$ cat src/rtl/multicycle_ctrl_pkg.sv
// Shared definitions for the multicycle processor control path.
// Holds the FSM state encodings, the supported opcodes, the ALUOp,
// ALUSrcB and PCSource select codes, and the packed control word.
// The ALU control and the datapath muxes import the same codes.
package multicycle_ctrl_pkg;

  localparam int OPW = 6;  // opcode field width, instr[31:26]
  localparam int STW = 4;  // state register width

  typedef enum logic [STW-1:0] {
    S_IF     = 4'd0,
    S_ID     = 4'd1,
    S_MEMADR = 4'd2,
    S_MEMRD  = 4'd3,
    S_MEMWB  = 4'd4,
    S_MEMWR  = 4'd5,
    S_EXEC   = 4'd6,
    S_ALUWB  = 4'd7,
    S_BRANCH = 4'd8,
    S_IMMEX  = 4'd9,
    S_IMMWB  = 4'd10,
    S_JUMP   = 4'd11
  } state_t;

  localparam logic [OPW-1:0] OP_RTYPE = 6'b000000;
  localparam logic [OPW-1:0] OP_LW    = 6'b100011;
  localparam logic [OPW-1:0] OP_SW    = 6'b101011;
  localparam logic [OPW-1:0] OP_BEQ   = 6'b000100;
  localparam logic [OPW-1:0] OP_J     = 6'b000010;
  localparam logic [OPW-1:0] OP_ADDI  = 6'b001000;
  localparam logic [OPW-1:0] OP_ORI   = 6'b001101;

  localparam logic [1:0] ALU_ADD   = 2'b00;
  localparam logic [1:0] ALU_SUB   = 2'b01;
  localparam logic [1:0] ALU_FUNCT = 2'b10;
  localparam logic [1:0] ALU_OR    = 2'b11;

  localparam logic [1:0] SRCB_B       = 2'b00;
  localparam logic [1:0] SRCB_FOUR    = 2'b01;
  localparam logic [1:0] SRCB_IMM     = 2'b10;
  localparam logic [1:0] SRCB_IMM_SH2 = 2'b11;

  localparam logic [1:0] PCSRC_ALU    = 2'b00;
  localparam logic [1:0] PCSRC_ALUOUT = 2'b01;
  localparam logic [1:0] PCSRC_JUMP   = 2'b10;

  typedef struct packed {
    logic       pc_write;
    logic       pc_write_cond;
    logic       iord;
    logic       mem_read;
    logic       mem_write;
    logic       ir_write;
    logic       reg_dst;
    logic       mem_to_reg;
    logic       reg_write;
    logic       alu_src_a;
    logic [1:0] alu_src_b;
    logic [1:0] alu_op;
    logic [1:0] pc_source;
  } ctrl_word_t;

  // True for every opcode the FSM knows how to sequence.
  function automatic logic op_supported(input logic [OPW-1:0] op);
    case (op)
      OP_RTYPE, OP_LW, OP_SW, OP_BEQ, OP_J, OP_ADDI, OP_ORI: return 1'b1;
      default:                                               return 1'b0;
    endcase
  endfunction

endpackage

$ cat src/rtl/multicycle_ctrl_if.sv
// Control interface between the main FSM and the datapath.
// master (controller): takes opcode/mem_ready, drives all selects/enables,
//   the bad_op pulse and the debug state.
// slave (datapath/memory side): the mirror image.
interface multicycle_ctrl_if;
  import multicycle_ctrl_pkg::*;

  logic [OPW-1:0] opcode;
  logic           mem_ready;
  logic           pc_write;
  logic           pc_write_cond;
  logic           iord;
  logic           mem_read;
  logic           mem_write;
  logic           ir_write;
  logic           reg_dst;
  logic           mem_to_reg;
  logic           reg_write;
  logic           alu_src_a;
  logic [1:0]     alu_src_b;
  logic [1:0]     alu_op;
  logic [1:0]     pc_source;
  logic           bad_op;
  logic [STW-1:0] state;

  modport master (
    input  opcode, mem_ready,
    output pc_write, pc_write_cond, iord, mem_read, mem_write, ir_write,
           reg_dst, mem_to_reg, reg_write, alu_src_a, alu_src_b, alu_op,
           pc_source, bad_op, state
  );

  modport slave (
    output opcode, mem_ready,
    input  pc_write, pc_write_cond, iord, mem_read, mem_write, ir_write,
           reg_dst, mem_to_reg, reg_write, alu_src_a, alu_src_b, alu_op,
           pc_source, bad_op, state
  );

endinterface

$ cat src/rtl/multicycle_ctrl_out_decode.sv
// Moore output decode of the control FSM.
// Purely combinational: state (+mem_ready for the IF stall, +opcode for the
// ori/addi ALU op) -> control word.
//   state     in  current FSM state
//   mem_ready in  memory handshake, gates PC/IR load during IF
//   opcode    in  held IR opcode, distinguishes ori from addi in IMMEX
//   ctrl      out full control word
module multicycle_ctrl_out_decode
  import multicycle_ctrl_pkg::*;
(
  input  state_t         state,
  input  logic           mem_ready,
  input  logic [OPW-1:0] opcode,
  output ctrl_word_t     ctrl
);

  always_comb begin
    // NOTE: every field defaults to 0 before the case so no path leaves a
    // field unassigned, which would otherwise infer a latch.
    ctrl = '0;
    case (state)
      S_IF: begin
        ctrl.mem_read  = 1'b1;
        ctrl.alu_src_b = SRCB_FOUR;
        ctrl.alu_op    = ALU_ADD;
        ctrl.pc_source = PCSRC_ALU;
        // Stalled fetch must not advance PC or overwrite IR.
        ctrl.ir_write  = mem_ready;
        ctrl.pc_write  = mem_ready;
      end
      S_ID: begin
        // Speculative branch target into ALUOut.
        ctrl.alu_src_b = SRCB_IMM_SH2;
        ctrl.alu_op    = ALU_ADD;
      end
      S_MEMADR: begin
        ctrl.alu_src_a = 1'b1;
        ctrl.alu_src_b = SRCB_IMM;
        ctrl.alu_op    = ALU_ADD;
      end
      S_MEMRD: begin
        ctrl.mem_read = 1'b1;
        ctrl.iord     = 1'b1;
      end
      S_MEMWB: begin
        ctrl.mem_to_reg = 1'b1;
        ctrl.reg_write  = 1'b1;
      end
      S_MEMWR: begin
        ctrl.mem_write = 1'b1;
        ctrl.iord      = 1'b1;
      end
      S_EXEC: begin
        ctrl.alu_src_a = 1'b1;
        ctrl.alu_src_b = SRCB_B;
        ctrl.alu_op    = ALU_FUNCT;
      end
      S_ALUWB: begin
        ctrl.reg_dst   = 1'b1;
        ctrl.reg_write = 1'b1;
      end
      S_BRANCH: begin
        ctrl.alu_src_a     = 1'b1;
        ctrl.alu_src_b     = SRCB_B;
        ctrl.alu_op        = ALU_SUB;
        ctrl.pc_source     = PCSRC_ALUOUT;
        ctrl.pc_write_cond = 1'b1;
      end
      S_IMMEX: begin
        ctrl.alu_src_a = 1'b1;
        ctrl.alu_src_b = SRCB_IMM;
        ctrl.alu_op    = (opcode == OP_ORI) ? ALU_OR : ALU_ADD;
      end
      S_IMMWB: begin
        ctrl.reg_write = 1'b1;
      end
      S_JUMP: begin
        ctrl.pc_source = PCSRC_JUMP;
        ctrl.pc_write  = 1'b1;
      end
      default: ;  // illegal encodings: all controls inactive
    endcase
  end

endmodule

$ cat src/rtl/multicycle_ctrl.sv
// Main control FSM of the multicycle processor.
// Sequences each instruction through fetch/decode/execute/memory/writeback
// and drives all datapath selects and write enables via the interface.
//   clk  in  system clock, rising edge
//   rst  in  asynchronous active-high reset
//   bus  master modport: opcode/mem_ready in; controls, bad_op, state out
module multicycle_ctrl
  import multicycle_ctrl_pkg::*;
(
  input  logic                clk,
  input  logic                rst,
  multicycle_ctrl_if.master   bus
);

  state_t     state_q;
  state_t     state_d;
  logic       bad_op_q;
  ctrl_word_t ctrl;

  // State register.
  always_ff @(posedge clk or posedge rst) begin
    // NOTE: sequential state uses non-blocking assignment so every flop
    // samples pre-edge values regardless of process ordering.
    if (rst) state_q <= S_IF;
    else     state_q <= state_d;
  end

  // Next-state logic.
  always_comb begin
    state_d = S_IF;
    case (state_q)
      S_IF:     state_d = bus.mem_ready ? S_ID : S_IF;
      S_ID: begin
        case (bus.opcode)
          OP_LW, OP_SW:    state_d = S_MEMADR;
          OP_RTYPE:        state_d = S_EXEC;
          OP_BEQ:          state_d = S_BRANCH;
          OP_J:            state_d = S_JUMP;
          OP_ADDI, OP_ORI: state_d = S_IMMEX;
          default:         state_d = S_IF;
        endcase
      end
      S_MEMADR: state_d = (bus.opcode == OP_SW) ? S_MEMWR : S_MEMRD;
      S_MEMRD:  state_d = bus.mem_ready ? S_MEMWB : S_MEMRD;
      S_MEMWR:  state_d = bus.mem_ready ? S_IF : S_MEMWR;
      S_EXEC:   state_d = S_ALUWB;
      S_IMMEX:  state_d = S_IMMWB;
      default:  state_d = S_IF;  // writeback/branch/jump done, or illegal
    endcase
  end

  // One-cycle flag for an unsupported opcode seen during decode.
  always_ff @(posedge clk or posedge rst) begin
    if (rst) bad_op_q <= 1'b0;
    else     bad_op_q <= (state_q == S_ID) && !op_supported(bus.opcode);
  end

  // Output decode.
  multicycle_ctrl_out_decode u_out_decode (
    .state     (state_q),
    .mem_ready (bus.mem_ready),
    .opcode    (bus.opcode),
    .ctrl      (ctrl)
  );

  assign bus.pc_write      = ctrl.pc_write;
  assign bus.pc_write_cond = ctrl.pc_write_cond;
  assign bus.iord          = ctrl.iord;
  assign bus.mem_read      = ctrl.mem_read;
  assign bus.mem_write     = ctrl.mem_write;
  assign bus.ir_write      = ctrl.ir_write;
  assign bus.reg_dst       = ctrl.reg_dst;
  assign bus.mem_to_reg    = ctrl.mem_to_reg;
  assign bus.reg_write     = ctrl.reg_write;
  assign bus.alu_src_a     = ctrl.alu_src_a;
  assign bus.alu_src_b     = ctrl.alu_src_b;
  assign bus.alu_op        = ctrl.alu_op;
  assign bus.pc_source     = ctrl.pc_source;
  assign bus.bad_op        = bad_op_q;
  assign bus.state         = state_q;

endmodule
$ cat src/flat_wrapper.sv
// flat-port wrapper written by rule: the top's interface ports become plain ports
module multicycle_ctrl_flat import multicycle_ctrl_pkg::*;
  (clk, rst, bus_opcode, bus_mem_ready, bus_pc_write, bus_pc_write_cond, bus_iord, bus_mem_read, bus_mem_write, bus_ir_write, bus_reg_dst, bus_mem_to_reg, bus_reg_write, bus_alu_src_a, bus_alu_src_b, bus_alu_op, bus_pc_source, bus_bad_op, bus_state);
  multicycle_ctrl_if bus_i ();
  input  logic clk;
  input  logic rst;
  input wire logic [$bits(bus_i.opcode)-1:0] bus_opcode;
  input wire logic [$bits(bus_i.mem_ready)-1:0] bus_mem_ready;
  output wire logic [$bits(bus_i.pc_write)-1:0] bus_pc_write;
  output wire logic [$bits(bus_i.pc_write_cond)-1:0] bus_pc_write_cond;
  output wire logic [$bits(bus_i.iord)-1:0] bus_iord;
  output wire logic [$bits(bus_i.mem_read)-1:0] bus_mem_read;
  output wire logic [$bits(bus_i.mem_write)-1:0] bus_mem_write;
  output wire logic [$bits(bus_i.ir_write)-1:0] bus_ir_write;
  output wire logic [$bits(bus_i.reg_dst)-1:0] bus_reg_dst;
  output wire logic [$bits(bus_i.mem_to_reg)-1:0] bus_mem_to_reg;
  output wire logic [$bits(bus_i.reg_write)-1:0] bus_reg_write;
  output wire logic [$bits(bus_i.alu_src_a)-1:0] bus_alu_src_a;
  output wire logic [$bits(bus_i.alu_src_b)-1:0] bus_alu_src_b;
  output wire logic [$bits(bus_i.alu_op)-1:0] bus_alu_op;
  output wire logic [$bits(bus_i.pc_source)-1:0] bus_pc_source;
  output wire logic [$bits(bus_i.bad_op)-1:0] bus_bad_op;
  output wire logic [$bits(bus_i.state)-1:0] bus_state;
  assign bus_i.opcode = bus_opcode;
  assign bus_i.mem_ready = bus_mem_ready;
  assign bus_pc_write = bus_i.pc_write;
  assign bus_pc_write_cond = bus_i.pc_write_cond;
  assign bus_iord = bus_i.iord;
  assign bus_mem_read = bus_i.mem_read;
  assign bus_mem_write = bus_i.mem_write;
  assign bus_ir_write = bus_i.ir_write;
  assign bus_reg_dst = bus_i.reg_dst;
  assign bus_mem_to_reg = bus_i.mem_to_reg;
  assign bus_reg_write = bus_i.reg_write;
  assign bus_alu_src_a = bus_i.alu_src_a;
  assign bus_alu_src_b = bus_i.alu_src_b;
  assign bus_alu_op = bus_i.alu_op;
  assign bus_pc_source = bus_i.pc_source;
  assign bus_bad_op = bus_i.bad_op;
  assign bus_state = bus_i.state;
  multicycle_ctrl u_core (.clk(clk), .rst(rst), .bus(bus_i));
endmodule
$ cat config.mk
export PLATFORM = sky130hd
export DESIGN_NAME = multicycle_ctrl_flat
export DESIGN_NICKNAME = d
export VERILOG_FILES = /design/src/rtl/multicycle_ctrl_pkg.sv /design/src/rtl/multicycle_ctrl_if.sv /design/src/rtl/multicycle_ctrl_out_decode.sv /design/src/rtl/multicycle_ctrl.sv /design/src/flat_wrapper.sv
export SDC_FILE = /design/constraint.sdc
export NUM_CORES = 1
export LEC_CHECK = 0
export ABC_AREA = 1
export BUFFER_PORTS_ARGS = -buffer_cell sky130_fd_sc_hd__buf_2
export CORE_MARGIN = 2
export CORE_UTILIZATION = 38
export DETAILED_ROUTE_END_ITERATION = 10
export GPL_TIMING_DRIVEN = 0
export PLACE_DENSITY = 0.72
export SLEW_MARGIN = 25
export SYNTH_ARGS = -nofsm -noshare
export SYNTH_HDL_FRONTEND = slang
export SYNTH_SLANG_ARGS = --single-unit
$ cat constraint.sdc
create_clock -name clk -period 1.3 [get_ports clk]
set_clock_uncertainty 0.2 [all_clocks]
set_input_delay 0.13 -clock clk [delete_from_list [all_inputs] [get_ports clk]]
set_output_delay 0.13 -clock clk [all_outputs]
set_load 0.02 [all_outputs]
==> flow_summary.toml <==
[run_status]
status = "finished with violations"
violations = "setup timing"

[place]
place.gp.congestion = 0.8231
place_area_um2 = 802.0
post-place-ws_ns = -0.2182
dpl.hpwl_mm = 1.231
portBuffers = 29

[layout]
design_area_um2 = 1304
layout-drive-gt1-share = 0.6709
diodes = 0
finalNetCount = 168
syn_to_final_growth_pct = 133.1
fillerInstances = 18

[sta]
setup_viol = 23
finalHoldWorstSlack_ns = 0.1139
drv_slew = 0
max_freq_ghz = 0.5611
timing.final.crit_period_ns = 1.782
hold_viol = 0
setup_slack_ns = -0.4823
worst_pin_slew_ns = 0.3284
fin_crit_sh = 1.371
rsz0062_at_grt = "true"
max-slew-margin-rel = 0.7803

[power]
ir_drop_v = 0.001240
leakage_nw = 0.6811
total_power_w = 0.002664
p_per_area_nw_per_um2 = 2043

[detailed_routing]
drc = 0
totalWireLength_mm = 3.881
viasPerCell = 6.306
vias = 1091
drt_iter0_markers = 121
dr.pass1.iters = 6
wl_per_cell_um = 22.43
ant_nets = 0

[global_routing]
grtUsageTotal = 0.3079
grt_pass1_wl_mm = 4.043
grt_start_max_net_pins = 7
grt_pass1_vias = 838
overflow = 0
antenna_found_initial = 0

[setup_path]
critPathRequiredTime_ns = 0.97
startpoint_type = "flop"
rr_startpoint = "u_core.bus.state[2]$_DFF_PP0_"
slowest_delay_ns = 0.43
crit_arrival_ns = 1.45
cp_max_fo = 4
cp_slowest_cell = "dfrtp_2"
worst-setup-path-type = "flop to output port"
critical_path.top_delay_family = "simple AND/OR/NAND/NOR gates"
path_buf_inv = 2
path_cells = "inv_2 > nor2_4 > nand2_2 > or2_4 > o21ai_4 > buf_6"
worstSetupStartpoint = "u_core.bus.state[3]$_DFF_PP0_"
crit_path_end_kind = "output port"

[logic_synthesis]
synth.most_common_cell = "nand2_1"
ys_types = 16
seq_area_frac_synth = 0.2237
ys_async_sr_fraction = 1.000
synthesis.area_um2 = 559.3
ys_seq_elements = 5
synth.area.top_cells = "dfrtp_1 (22%), nand2_1 (18%), nor2_1 (13%), inv_1 (11%), nand3_1 (9.8%)"
synth_top_cells_by_count = "nand2_1 (27), nor2_1 (19), inv_1 (17)"
synth_warnings = 0
synthCells = 103
synth_top_area_share = 0.2237
synth_top_area_cell = "dfrtp_1"
synth_fp_nets = 112
avgSynthCellArea_um2 = 5.430
synth-edff-count = 0
ys.flop_type = "dfrtp_1"

[floorplanning]
io_pins = 30
die_y_um = 42.37
dieWidth_um = 42.37
core_area_um2 = 1334
rows = 13
start_util = 0.4193
dieArea_um2 = 1795

[cts]
clk_latency_ns = 0.28
cts_tree = "yes"
clock-sinks = 5
htreeDepth = 1
clk_pin_slew_worst_paths_ns = 0.07
cts_inserted_buffers = 3
clockBufferDepth = 2
cts_root_buf = "clkbuf_4"

[run]
drv_cap = 0

[min_path]
hp-class = "input port to asynchronous set/reset pin"
worst paths after layout:
kind | to | slack (ns) | depth (start not counted)
max | bus_alu_op[0] | -0.48 | 6
min | u_core.bus.state[1]$_DFF_PP0_ | 0.11 | 3
min in group clk | u_core.bus.bad_op$_DFF_PP0_ | 0.15 | 4
min reg2reg | u_core.bus.state[3]$_DFF_PP0_ | 0.62 | 3
max in group asynchronous | u_core.bus.state[3]$_DFF_PP0_ | 0.57 | 3
max reg2reg | u_core.bus.bad_op$_DFF_PP0_ | -0.34 | 7
worst register-to-register path, stage by stage, from the launching register on:
cell and delay, ns:
dfrtp_2 0.47, nor2_4 0.19, inv_4 0.08, buf_6 0.13, buf_6 0.11, nor2_4 0.13
nand4_1 0.12, nor2_1 0.12
power breakdown:
part           switching, W  internal, W
combinational       0.00125     0.000893
clock              0.000103     0.000118
sequential        0.0000843     0.000213
cell type report:
| cell class | instances | area [µm²] | area share |
|---|---|---|---|
| well taps | 15 | 18.77 | 0.01440 |
| clock buffers | 4 | 26.28 | 0.02015 |
| plain buffers | 1 | 11.26 | 0.008637 |
| inverters | 21 | 96.34 | 0.07390 |
| multi-input cells | 76 | 554.3 | 0.4251 |
| flip-flops and latches | 5 | 130.1 | 0.09981 |
| repair buffers | 51 | 466.7 | 0.3580 |
layer usage:
layer / up-vias / global-route usage / routed length (µm)
met5: - / 0 / 0
met4: 0 / 0.1875 / 355
met3: 44 / 0.09483 / 612
met2: 138 / 0.5600 / 1666
met1: 478 / 0.2974 / 1247
li1: 431 / - / -
layout by cell type, fill, tap and decap left out, types with 4 or more instances in the layout:
cell type / n
nor2_4: 12
nor2_1: 11
nand2_1: 16
nand2_2: 7
buf_4: 10
nand2_4: 4
inv_1: 11
buf_2: 11
nand3_2: 4
buf_6: 30
nand3_1: 6
inv_2: 5
inv_4: 4
dfrtp_2: 4
repair_timing:
action                     4_1_cts  5_1_grt
buffers inserted                11       12
setup endpoints to repair       20       22
gates resized for setup         50       41
pin swaps                       18       24
hold buffers                     1        0
hold endpoints to repair         5        0
state kept, by name, summed over array words and instances, names as in the netlist:
register / count
u_core.bus.bad_op: 1
u_core.bus.state: 4
kinds of logic (layout without fill, tap and decap cells):
logic type | Yosys count | after routing | synth area share
simple gates | 70 | 70 | 0.5593
buf+inv | 22 | 77 | 0.1544
compound gates | 6 | 6 | 0.06263
flops | 5 | 5 | 0.2237
metrics by stage:
| stage | TNS, ns | instances | utilization |
|---|---|---|---|
| after floorplan | -0.5909 | 103 | - |
| after global placement | -1.611 | 147 | 0.6013 |
| after detailed placement | -1.711 | 147 | 0.6013 |
| after CTS | -5.451 | 163 | 0.8255 |
| after global routing | -8.465 | 173 | 0.9775 |
| final | -7.996 | 173 | 0.9775 |
(Power assumes the default switching activity.)
